**config.mk**
```make
export PLATFORM = sky130hd
export DESIGN_NAME = cla_pipe_adder
export DESIGN_NICKNAME = d
export VERILOG_FILES = /design/src/rtl/cla_pipe_pkg.sv /design/src/rtl/cla_group.sv /design/src/rtl/cla_pipe_adder.sv
export SDC_FILE = /design/constraint.sdc
export NUM_CORES = 1
export LEC_CHECK = 0
export CAP_MARGIN = 30
export CORE_UTILIZATION = 53
export CTS_CLUSTER_SIZE = 40
export DETAILED_ROUTE_END_ITERATION = 6
export PLACE_DENSITY = 0.76
export SYNTH_ARGS = -nofsm -noshare
export SYNTH_HDL_FRONTEND = slang
export SYNTH_HIERARCHICAL = 1
export SYNTH_SLANG_ARGS = --single-unit
```
**constraint.sdc**
```tcl
create_clock -name clk -period 13.2 [get_ports clk]
set_input_delay 3.3 -clock clk [delete_from_list [all_inputs] [get_ports clk]]
set_output_delay 3.3 -clock clk [all_outputs]
set_load 0.03 [all_outputs]
```
**src/rtl/cla_pipe_pkg.sv**
```systemverilog
// Shared constants and helpers for the pipelined carry-lookahead adder.
// Latency: n/a (package only).
// Backpressure: n/a (package only).
package cla_pipe_pkg;

  localparam int CLA_WIDTH_DEF = 32;
  localparam int CLA_GROUP_DEF = 8;

  // Encoding of the sub input.
  localparam logic OP_ADD = 1'b0;
  localparam logic OP_SUB = 1'b1;

  // Pipeline depth: one carry-lookahead slice per stage.
  function automatic int cla_stages(input int width, input int group);
    return width / group;
  endfunction

endpackage

```
**src/rtl/cla_group.sv**
```systemverilog
// Combinational GROUP-bit generate/propagate carry-lookahead slice.
// Latency: 0 cycles (purely combinational).
// Backpressure: none; the enclosing pipeline stage owns the handshake.
module cla_group
  import cla_pipe_pkg::*;
#(
  parameter int GROUP = CLA_GROUP_DEF
) (
  input  logic [GROUP-1:0] a,
  input  logic [GROUP-1:0] b,
  input  logic             ci,
  output logic [GROUP-1:0] s,
  output logic             co,
  output logic             c_msb_in
);

  logic [GROUP-1:0] g;
  logic [GROUP-1:0] p;
  logic [GROUP:0]   c;

  assign g = a & b;
  assign p = a ^ b;

  // Each carry is a flat sum of products: c[i+1] = g[i] | p[i]g[i-1] | ... | p[i..0]ci.
  always_comb begin : lookahead
    logic acc;
    logic pp;
    acc  = 1'b0;
    pp   = 1'b1;
    c    = '0;
    c[0] = ci;
    for (int i = 0; i < GROUP; i++) begin
      acc = 1'b0;
      pp  = 1'b1;
      for (int j = i; j >= 0; j--) begin
        acc = acc | (g[j] & pp);
        pp  = pp & p[j];
      end
      c[i+1] = acc | (ci & pp);
    end
  end

  assign s        = p ^ c[GROUP-1:0];
  assign co       = c[GROUP];
  assign c_msb_in = c[GROUP-1];

endmodule

```
**src/rtl/cla_pipe_adder.sv**
```systemverilog
// Pipelined add/sub: one GROUP-bit lookahead slice per stage; optional zero/neg flags with CLA_PIPE_FLAGS_EN.
// Latency: STAGES = WIDTH/GROUP cycles from acceptance to out_valid; one beat per cycle sustained.
// Backpressure: whole pipeline freezes while out_valid && !out_ready; in_ready mirrors that advance condition.
module cla_pipe_adder
  import cla_pipe_pkg::*;
#(
  parameter int WIDTH = CLA_WIDTH_DEF,
  parameter int GROUP = CLA_GROUP_DEF
) (
  input  logic             clk,
  input  logic             rst,
  input  logic             in_valid,
  output logic             in_ready,
  input  logic [WIDTH-1:0] a,
  input  logic [WIDTH-1:0] b,
  input  logic             cin,
  input  logic             sub,
  output logic             out_valid,
  input  logic             out_ready,
  output logic [WIDTH-1:0] sum,
  output logic             cout,
  output logic             ovf
`ifdef CLA_PIPE_FLAGS_EN
  ,
  output logic             zero,
  output logic             neg
`endif
);

  localparam int STAGES = cla_stages(WIDTH, GROUP);
  localparam logic [WIDTH-1:0] GMASK = WIDTH'({GROUP{1'b1}});

  if ((GROUP < 1) || ((WIDTH % GROUP) != 0)) begin : g_cfg_check
    $error("cla_pipe_adder: WIDTH must be a non-zero multiple of GROUP");
  end

  // Whole-pipeline advance; bubbles travel with the beats and collapse at the output.
  logic advance;
  assign advance  = !out_valid || out_ready;
  assign in_ready = advance;

  // Subtraction is a + ~b + 1; cin only matters for addition.
  logic [WIDTH-1:0] op_b;
  logic             op_c;
  assign op_b = (sub == OP_SUB) ? ~b : b;
  assign op_c = (sub == OP_SUB) ? 1'b1 : cin;

  // Stage registers. Operands ride along unchanged so each stage can pick its own slice;
  // s_q accumulates finished low slices (the deskew stack) as a beat moves up the pipe.
  logic             vld_q [STAGES];
  logic             c_q   [STAGES];
  logic [WIDTH-1:0] a_q   [STAGES];
  logic [WIDTH-1:0] b_q   [STAGES];
  logic [WIDTH-1:0] s_q   [STAGES];
  logic             ovf_q;

  // Per-stage inputs and slice results.
  logic             vld_in [STAGES];
  logic             ci_in  [STAGES];
  logic [WIDTH-1:0] a_in   [STAGES];
  logic [WIDTH-1:0] b_in   [STAGES];
  logic [WIDTH-1:0] s_in   [STAGES];
  logic [WIDTH-1:0] s_nxt  [STAGES];
  logic [GROUP-1:0] gs     [STAGES];
  logic             gco    [STAGES];
  logic             gcm    [STAGES];

  for (genvar k = 0; k < STAGES; k++) begin : g_stage
    if (k == 0) begin : g_head
      assign vld_in[k] = in_valid;
      assign ci_in[k]  = op_c;
      assign a_in[k]   = a;
      assign b_in[k]   = op_b;
      assign s_in[k]   = '0;
    end else begin : g_body
      assign vld_in[k] = vld_q[k-1];
      assign ci_in[k]  = c_q[k-1];
      assign a_in[k]   = a_q[k-1];
      assign b_in[k]   = b_q[k-1];
      assign s_in[k]   = s_q[k-1];
    end

    cla_group #(
      .GROUP(GROUP)
    ) u_group (
      .a       (a_in[k][k*GROUP +: GROUP]),
      .b       (b_in[k][k*GROUP +: GROUP]),
      .ci      (ci_in[k]),
      .s       (gs[k]),
      .co      (gco[k]),
      .c_msb_in(gcm[k])
    );

    // Drop this stage's slice sum into its position, keep the lower finished slices.
    assign s_nxt[k] = (s_in[k] & ~(GMASK << (k*GROUP))) | (WIDTH'(gs[k]) << (k*GROUP));
  end

  // Pipeline register update: clear on reset, freeze everything when not advancing.
  always_ff @(posedge clk) begin
    if (rst) begin
      for (int k = 0; k < STAGES; k++) begin
        vld_q[k] <= 1'b0;
        c_q[k]   <= 1'b0;
        a_q[k]   <= '0;
        b_q[k]   <= '0;
        s_q[k]   <= '0;
      end
      ovf_q <= 1'b0;
    end else if (advance) begin
      for (int k = 0; k < STAGES; k++) begin
        vld_q[k] <= vld_in[k];
        c_q[k]   <= gco[k];
        a_q[k]   <= a_in[k];
        b_q[k]   <= b_in[k];
        s_q[k]   <= s_nxt[k];
      end
      ovf_q <= gco[STAGES-1] ^ gcm[STAGES-1];
    end
  end

  assign out_valid = vld_q[STAGES-1];
  assign sum       = s_q[STAGES-1];
  assign cout      = c_q[STAGES-1];
  assign ovf       = ovf_q;

`ifdef CLA_PIPE_FLAGS_EN
  logic zero_q;
  logic neg_q;

  // Result flags registered alongside the final slice so they share out_valid.
  always_ff @(posedge clk) begin
    if (rst) begin
      zero_q <= 1'b0;
      neg_q  <= 1'b0;
    end else if (advance) begin
      zero_q <= (s_nxt[STAGES-1] == '0);
      neg_q  <= s_nxt[STAGES-1][WIDTH-1];
    end
  end

  assign zero = zero_q;
  assign neg  = neg_q;
`endif

endmodule
```
==> flow_metrics.tcl, run 1 <==
set metrics [dict create \
    status "finished, final reports clean" \
    place_ws_ns 5.253 \
    seq_area_um2 5545 \
    detail_routed_net_length_per_standard_cell_um 16.17 \
    tritoncts "yes" \
    worstMarginPinSlew_ns 1.186 \
    die_x_um 135.9 \
    report.final.slew_viol_count 0 \
    path_max_fanout 3 \
    hold_violations 0 \
    synth.cell_area_um2 9499 \
    first_global_vias 4806 \
    drt_iter0_drc 355 \
    setup_buffers_after_cts 0 \
    grt_antenna_before_repair 0 \
    fin_crit_sh 0.6019 \
    avgSynthCellArea_um2 15.96 \
    leakage_nw 4.364 \
    rsz_0062_raised_after_global_routing "false" \
    finalInstanceArea_um2 11160 \
    ios 106 \
    root_buffer "sky130_fd_sc_hd__clkbuf_16" \
    drt_drc_violations_left 0 \
    worst_path_required_time_ns 9.90 \
    tns_ns 0 \
    syn_nets 701 \
    grt_pass1_wl_mm 24.45 \
    crit_arrival_ns 4.64 \
    via_total_after_detailed_routing 4785 \
    p_per_area_nw_per_um2 124.2 \
    critPathCaptureType "output pin" \
    cts_made_buffers 17 \
    synth.yosys.warnings 6 \
    synth_cells 595 \
    postCtsResizedCells 0 \
    fin_nets 785 \
    post-route-util 0.6406 \
    core_region_area_um2 17420 \
    setup_cp_type "primary input to output pin" \
    max_freq_mhz 125.9 \
    finish_stage_setup_viols 0 \
    layout_cell_share_with_drive_strength_beyond_1 0.2870 \
    floorplan.rows 48 \
    die_ht_um 135.9 \
    final.min_clock_period_ns 7.945 \
    global_route.overflow_total 0 \
    place.port_buffers 105 \
    final.setup_skew_ns 0.009094 \
    total_track_usage 0.1717 \
    postRouteWirelength_mm 14.80 \
    starting_density 0.5454 \
    final.setup.worst_slack_ns 5.255 \
    max_cap_viol_count 0 \
    type_of_the_most_critical_hold_path "register to register" \
    final.fill_count 1253 \
    dr.pass1.iters 4 \
    dp_hpwl_mm 8.995 \
    multiInputGateArea_um2 3595 \
    gp_routability_congestion 0.7160 \
    grt_start_max_net_pins 185 \
    hold_buffers 0 \
    timing.slew.headroom 0.2094 \
    cts_htree_levels 4 \
    startpoint_type "primary input" \
    n_antenna_cell 0 \
    clock_latency_ns 0.42 \
    placement.cell_area_um2 10550 \
    clock_sink_total 185 \
    irDropWorstVdd_uv 55.31 \
    area_growth_from_synthesis_to_layout_pct 17.45 \
    cts_max_path_buffers 2 \
    detail_route.vias_per_cell 5.230 \
    design.die.area_um2 18460 \
    final_antenna_net_count 0 \
    clkSlewWorstSetupHoldPaths_ns 0.07 \
]
final timing paths:
check / start / end / slack (ns) / depth (start not counted)
min: a_q[0][62] / a_q[0][94] / 0.57 / 1
min reg2reg: a_q[0][62] / a_q[0][94] / 0.57 / 1
max: out_ready / in_ready / 5.26 / 4
max reg2reg: a_q[0][88] / ovf / 10.81 / 7
final cells by class:
class / instances / share of cell area
clock inverters: 13 / 0.01368
well taps: 225 / 0.02523
repair buffers: 111 / 0.1010
inverters: 8 / 0.002691
multi-input cells: 356 / 0.3222
clock buffers: 17 / 0.03813
flip-flops and latches: 185 / 0.4970
layer usage:
layer  wire length (µm)  GRT usage  part of all wire  vias to the layer above
li1                   -          -                 -                     2413
met3                501    0.03952             0.034                       16
met4                177    0.05617             0.012                        0
met1               7288     0.2497              0.49                     2271
met5                  0          0                 0                        -
met2               6830     0.2548              0.46                       85
critical path, stage by stage:
cell                              delay (ns)
sky130_fd_sc_hd__clkdlybuf4s50_1        0.47
sky130_fd_sc_hd__nor2b_4                0.23
sky130_fd_sc_hd__inv_2                  0.06
sky130_fd_sc_hd__clkdlybuf4s50_1        0.59
registers in the layout, indices dropped and copies added, names as in the netlist:
name / count
a_q: 48
b_q: 48
c_q: 4
ovf: 1
s_q: 80
vld_q: 4
power breakdown:
group | switching [W] | total (W) | internal [W] | leakage, nW
combinational | 0.0000845 | 0.000179 | 0.0000940 | 1.89
sequential | 0.0000126 | 0.000706 | 0.000694 | 2.19
clock | 0.000206 | 0.000501 | 0.000294 | 0.276
placed cells by master (no fill, tap or decap), drive strengths merged:
master / instances
edfxtp: 184
nor3b: 161
clkdlybuf4s50: 103
xnor2: 36
ha: 32
nor3: 29
xor2: 20
clkbuf: 18
a21o: 14
nor2: 10
inv: 10
a211oi: 7
buf: 7
a21oi: 6
o21ai: 6
clkinv: 5
fa: 4
clkinvlp: 3
bufinv: 3
and3: 3
o21bai: 3
a31o: 3
nor2b: 3
nand4: 2
nand2: 2
and2: 2
a22oi: 2
o31a: 2
a41oi: 2
or2: 1
nand2b: 1
and4: 1
nand3: 1
a221oi: 1
a31oi: 1
a311o: 1
dfxtp: 1
metrics by stage:
stage / hold WS [ns] / instances / power, W
after floorplan: 0.5375 / 595 / 0.0008427
after global placement: 0.5462 / 884 / 0.0008909
after detailed placement: 0.5486 / 884 / 0.0008957
after CTS: 0.5703 / 914 / 0.001398
after global routing: 0.5766 / 915 / 0.001437
final: 0.5650 / 915 / 0.001385
No activity file was read; power rests on OpenSTA's default activity.
==> inputs of run 2 (changes only) <==
- CORE_UTILIZATION: 53 -> 51
- clock period: 13.2 -> 7.2 ns (I/O delays scaled with it)
==> run 2 against run 1 <==
The flow now finishes with violations (design-rule violations). Worst setup slack worse by 2.9 ns. Sequential share of layout area is 0.52 points lower. Hold slack better by 0.0025 ns. Via count is 1.8% higher. Largest cell class unchanged.
==> flow_metrics.tcl, run 2 (same netlist as run 1, synthesis figures left out) <==
set metrics [dict create \
    final_antenna_net_count 0 \
    max_reg_flops 80 \
    leakage_nw 4.429 \
    final_cell_mix "sky130_fd_sc_hd__edfxtp_1 (184), sky130_fd_sc_hd__nor3b_2 (120), sky130_fd_sc_hd__clkdlybuf4s50_1 (103)" \
    path_max_fanout 2 \
    p_per_area_nw_per_um2 230.7 \
    gp_routability_congestion 0.7844 \
    report.final.slew_viol_count 0 \
    first_global_vias 4785 \
    root_buffer "sky130_fd_sc_hd__clkbuf_16" \
    area_growth_from_synthesis_to_layout_pct 18.70 \
    crit_arrival_ns 3.09 \
    layout.cells.most_common "sky130_fd_sc_hd__edfxtp_1" \
    type_of_the_most_critical_hold_path "register to register" \
    rsz_0062_raised_after_global_routing "false" \
    worst_path_required_time_ns 5.40 \
    max_freq_mhz 204.5 \
    finish_stage_setup_viols 0 \
    die_ht_um 138.5 \
    final.setup_skew_ns 0.01144 \
    largestRegisters "s_q x80, a_q x48, b_q x48" \
    core_region_area_um2 18090 \
    worstMarginPinSlew_ns 0.9096 \
    fin_nets 789 \
    final_cells 925 \
    hold_buffers 0 \
    dp_hpwl_mm 9.458 \
    multiInputGateArea_um2 3595 \
    grt_pass1_wl_mm 24.74 \
    final.fill_count 1279 \
    die_x_um 138.5 \
    setup_buffers_after_cts 0 \
    status "finished, violations left" \
    critical-path-max-stage-delay_ns 0.66 \
    hold_violations 0 \
    ios 106 \
    dr.pass1.iters 7 \
    drt_iter0_drc 357 \
    violations_in_the_final_reports "design-rule violations" \
    tritoncts "yes" \
    design.die.area_um2 19180 \
    place.detailed.instances 890 \
    place_ws_ns 2.306 \
    n_antenna_cell 0 \
    clock_sink_total 185 \
    fin_crit_sh 0.6793 \
    cell_type_of_the_slowest_stage_on_the_worst_timing_path "sky130_fd_sc_hd__clkdlybuf4s50_1" \
    global_route.overflow_total 0 \
    critPathBufInv 3 \
    final.min_clock_period_ns 4.891 \
    irDropWorstVdd_uv 192.9 \
    setup_cp_type "primary input to output pin" \
    detail_route.vias_per_cell 5.264 \
    seq_area_um2 5545 \
    cts_max_path_buffers 2 \
    cts_htree_levels 4 \
    tns_ns 0 \
    cts_made_buffers 17 \
    registers.top_by_ff_count "s_q" \
    clkSlewWorstSetupHoldPaths_ns 0.07 \
    postCtsResizedCells 0 \
    grt_start_max_net_pins 118 \
    via_total_after_detailed_routing 4869 \
    detail_routed_net_length_per_standard_cell_um 15.96 \
    grt_antenna_before_repair 0 \
    floorplan.rows 49 \
    critPathCaptureType "output pin" \
    final.setup.worst_slack_ns 2.309 \
    timing.slew.headroom 0.3936 \
    layout_cell_share_with_drive_strength_beyond_1 0.2931 \
    critical-path-top-delay-family "buffers and inverters" \
    starting_density 0.5252 \
    clock_latency_ns 0.43 \
    total_track_usage 0.1635 \
    max_cap_viol_count 0 \
    path_cells "clkdlybuf4s50_1, nor2b_4, inv_2, clkdlybuf4s50_1" \
    startpoint_type "primary input" \
    critical_path.most_common_cell "sky130_fd_sc_hd__clkdlybuf4s50_1" \
    postRouteWirelength_mm 14.77 \
    drt_drc_violations_left 10 \
    place.port_buffers 105 \
]
==> run 2: report_power, final <==
| part | internal (W) | total [W] | switching (W) | leakage, nW |
|---|---|---|---|---|
| Clock | 0.000584 | 0.000974 | 0.000390 | 0.304 |
| Sequential | 0.00127 | 0.00129 | 0.0000236 | 2.19 |
| Combinational | 0.000175 | 0.000332 | 0.000157 | 1.93 |
==> run 2: worst paths after layout <==
path | start | end | slack [ns] | cells past startpoint
worst max-delay path | out_ready | in_ready | 2.31 | 4
worst min-delay path | a_q[0][25] | a_q[0][57] | 0.57 | 1
worst max register to register | vld_q[3] | b_q[0][31] | 4.47 | 5
worst min register to register | a_q[0][25] | a_q[0][57] | 0.57 | 1
==> run 2: routing by layer <==
layer | GRT usage | wire [µm] | vias to the layer above
met5 | 0 | 0 | -
met4 | 0.06860 | 167 | 0
met3 | 0.03533 | 559 | 11
met2 | 0.2367 | 6899 | 107
met1 | 0.2384 | 7140 | 2330
li1 | - | - | 2421
==> run 2: per-stage QoR <==
| stage | util | instance area [µm²] | hold WS, ns | total power, W |
|---|---|---|---|---|
| finish | 0.6235 | 11280 | 0.5675 | 0.002601 |
| global route | 0.6235 | 11280 | 0.5825 | 0.002704 |
| CTS | 0.6189 | 11190 | 0.5723 | 0.002622 |
| detailed placement | 0.5845 | 10570 | 0.5485 | 0.001644 |
| global placement | 0.5834 | 10550 | 0.5432 | 0.001634 |
| floorplan | - | 9499 | 0.5375 | 0.001545 |
==> run 2: area by class of cell <==
class / instances / area share
sequential: 185 / 0.4918
clock buffer: 18 / 0.03806
inverter: 8 / 0.002663
clock inverter: 14 / 0.01709
timing repair buffer: 115 / 0.1062
tap: 229 / 0.02541
multi-input combinational: 356 / 0.3188
==> inputs of run 3 (changes only) <==
- CORE_UTILIZATION: 51 -> 53
- clock period: 7.2 -> 4.55 ns (I/O delays scaled with it)
==> run 3 against run 2 <==
Global-route usage up 0.47 points. Largest cell class unchanged. Worst setup slack worse by 1.3 ns. The run now ends clean. Core utilization grew 1.6 points.
==> flow_metrics.tcl, run 3 (same netlist as run 1, synthesis figures left out) <==
set metrics [dict create \
    totalPowerFinal_w 0.003975 \
    globalRouteMet3Util 0.03505 \
    detail_route.vias_per_cell 5.260 \
    max_freq_mhz 279.2 \
    ff_to_ff_setup_slack_ns 2.17 \
    p_per_area_nw_per_um2 356.8 \
    gp_routability_congestion 0.8044 \
    tritoncts "yes" \
    fin_crit_sh 0.7872 \
    global_route.usage.met1 0.2442 \
    setup_buffers_after_cts 0 \
    hold_violations 0 \
    final.setup_skew_ns 0.01347 \
    crit-reg2reg-capture "b_q[0][17]" \
    worstMarginPinSlew_ns 1.205 \
    leakage_nw 4.361 \
    starting_density 0.5454 \
    report.final.slew_viol_count 0 \
    layout.cells.most_common "sky130_fd_sc_hd__edfxtp_1" \
    ios 106 \
    root_buffer "sky130_fd_sc_hd__clkbuf_16" \
    cts_max_path_buffers 2 \
    place.detailed.instances 883 \
    global_route.overflow_total 0 \
    max_reg_flops 80 \
    registers.top_by_ff_count "s_q" \
    cts_made_buffers 17 \
    gr-usage-met2 0.2455 \
    cts_htree_levels 4 \
    worst_path_required_time_ns 3.41 \
    type_of_the_most_critical_hold_path "register to register" \
    startpoint_type "primary input" \
    postCtsResizedCells 0 \
    via_total_after_detailed_routing 4813 \
    die_ht_um 135.9 \
    die_x_um 135.9 \
    timing.rr.start "vld_q[3]" \
    clock_latency_ns 0.43 \
    floorplan.rows 48 \
    largestRegisters "s_q x80, a_q x48, b_q x48" \
    place.port_buffers 105 \
    total_track_usage 0.1682 \
    finalHoldWorstSlack_ns 0.5636 \
    final_antenna_net_count 0 \
    setup_cp_type "primary input to output pin" \
    grt_antenna_before_repair 0 \
    status "finished, final reports clean" \
    final_cells 915 \
    fin_nets 783 \
    final.min_clock_period_ns 3.582 \
    critPathCaptureType "output pin" \
    grt_pass1_wl_mm 23.96 \
    design.die.area_um2 18460 \
    first_global_vias 4694 \
    place_ws_ns 0.7931 \
    r2r.worst_path.cells 4 \
    final.setup.worst_slack_ns 0.9681 \
    crit_arrival_ns 2.44 \
    layout_cell_share_with_drive_strength_beyond_1 0.2884 \
    max_cap_viol_count 0 \
    final_cell_mix "sky130_fd_sc_hd__edfxtp_1 (184), sky130_fd_sc_hd__nor3b_2 (120), sky130_fd_sc_hd__clkdlybuf4s50_1 (103)" \
    detail_routed_net_length_per_standard_cell_um 15.79 \
    postRouteWirelength_mm 14.45 \
    tns_ns 0 \
    finish_stage_setup_viols 0 \
    globalRoute.busiestLayer "met2" \
    hold_buffers 0 \
    clkSlewWorstSetupHoldPaths_ns 0.06 \
    n_antenna_cell 0 \
    path_max_fanout 2 \
    dr.pass1.iters 5 \
    holdPathStages 1 \
    worst_setup_path_startpoint "out_ready" \
    irDropWorstVdd_uv 287.4 \
    timing.critical_path.to "in_ready" \
    rsz_0062_raised_after_global_routing "false" \
    drt_iter0_drc 376 \
    drt_drc_violations_left 0 \
    dp_hpwl_mm 9.070 \
    clock_sink_total 185 \
    area_growth_from_synthesis_to_layout_pct 17.27 \
    grt_start_max_net_pins 186 \
    core_region_area_um2 17420 \
    timing.slew.headroom 0.1969 \
    final.fill_count 1237 \
]
-- run 3: worst min path at each step --
stage               slack (ns)         end  startpoint
global route              0.59  b_q[0][55]  b_q[0][23]
CTS                       0.58  a_q[0][57]  a_q[0][25]
detailed placement        0.55  s_q[3][10]  s_q[2][10]
floorplan                 0.54  a_q[0][48]  a_q[0][16]
global placement          0.55  a_q[0][93]  a_q[0][61]
finish                    0.56  s_q[3][19]  s_q[2][19]
-- run 3: final cells by class --
type / instances / area, µm² / area share
clock inverters: 15 / 145.1 / 0.01303
well taps: 225 / 281.5 / 0.02527
flip-flops and latches: 185 / 5545 / 0.4978
clock buffers: 17 / 425.4 / 0.03819
inverters: 8 / 30.03 / 0.002696
repair buffers: 109 / 1117 / 0.1003
multi-input cells: 356 / 3595 / 0.3227
-- run 3: critical path: stages --
cell and delay, ns:
sky130_fd_sc_hd__clkdlybuf4s50_1 0.53, sky130_fd_sc_hd__nor2b_4 0.07, sky130_fd_sc_hd__inv_2 0.05, sky130_fd_sc_hd__clkdlybuf4s50_1 0.65
-- run 3: report_power, final --
group	leakage (nW)	internal [W]	switching, W
registers	2.19	0.00201	0.0000378
logic	1.89	0.000273	0.000244
clock network	0.280	0.000766	0.000641
-- run 3: per-stage QoR --
stage,util,area [µm²]
after global placement,0.6068,10570
final,0.6396,11140
after detailed placement,0.6068,10570
after CTS,0.6396,11140
after floorplan,-,9502
after global routing,0.6396,11140
-- run 3: layer usage --
layer | wire length [µm] | vias up | share of wire
met4 | 296 | 0 | 0.020
met1 | 6908 | 2263 | 0.48
met5 | 0 | - | 0
met2 | 6719 | 115 | 0.46
met3 | 527 | 22 | 0.036
li1 | - | 2413 | -
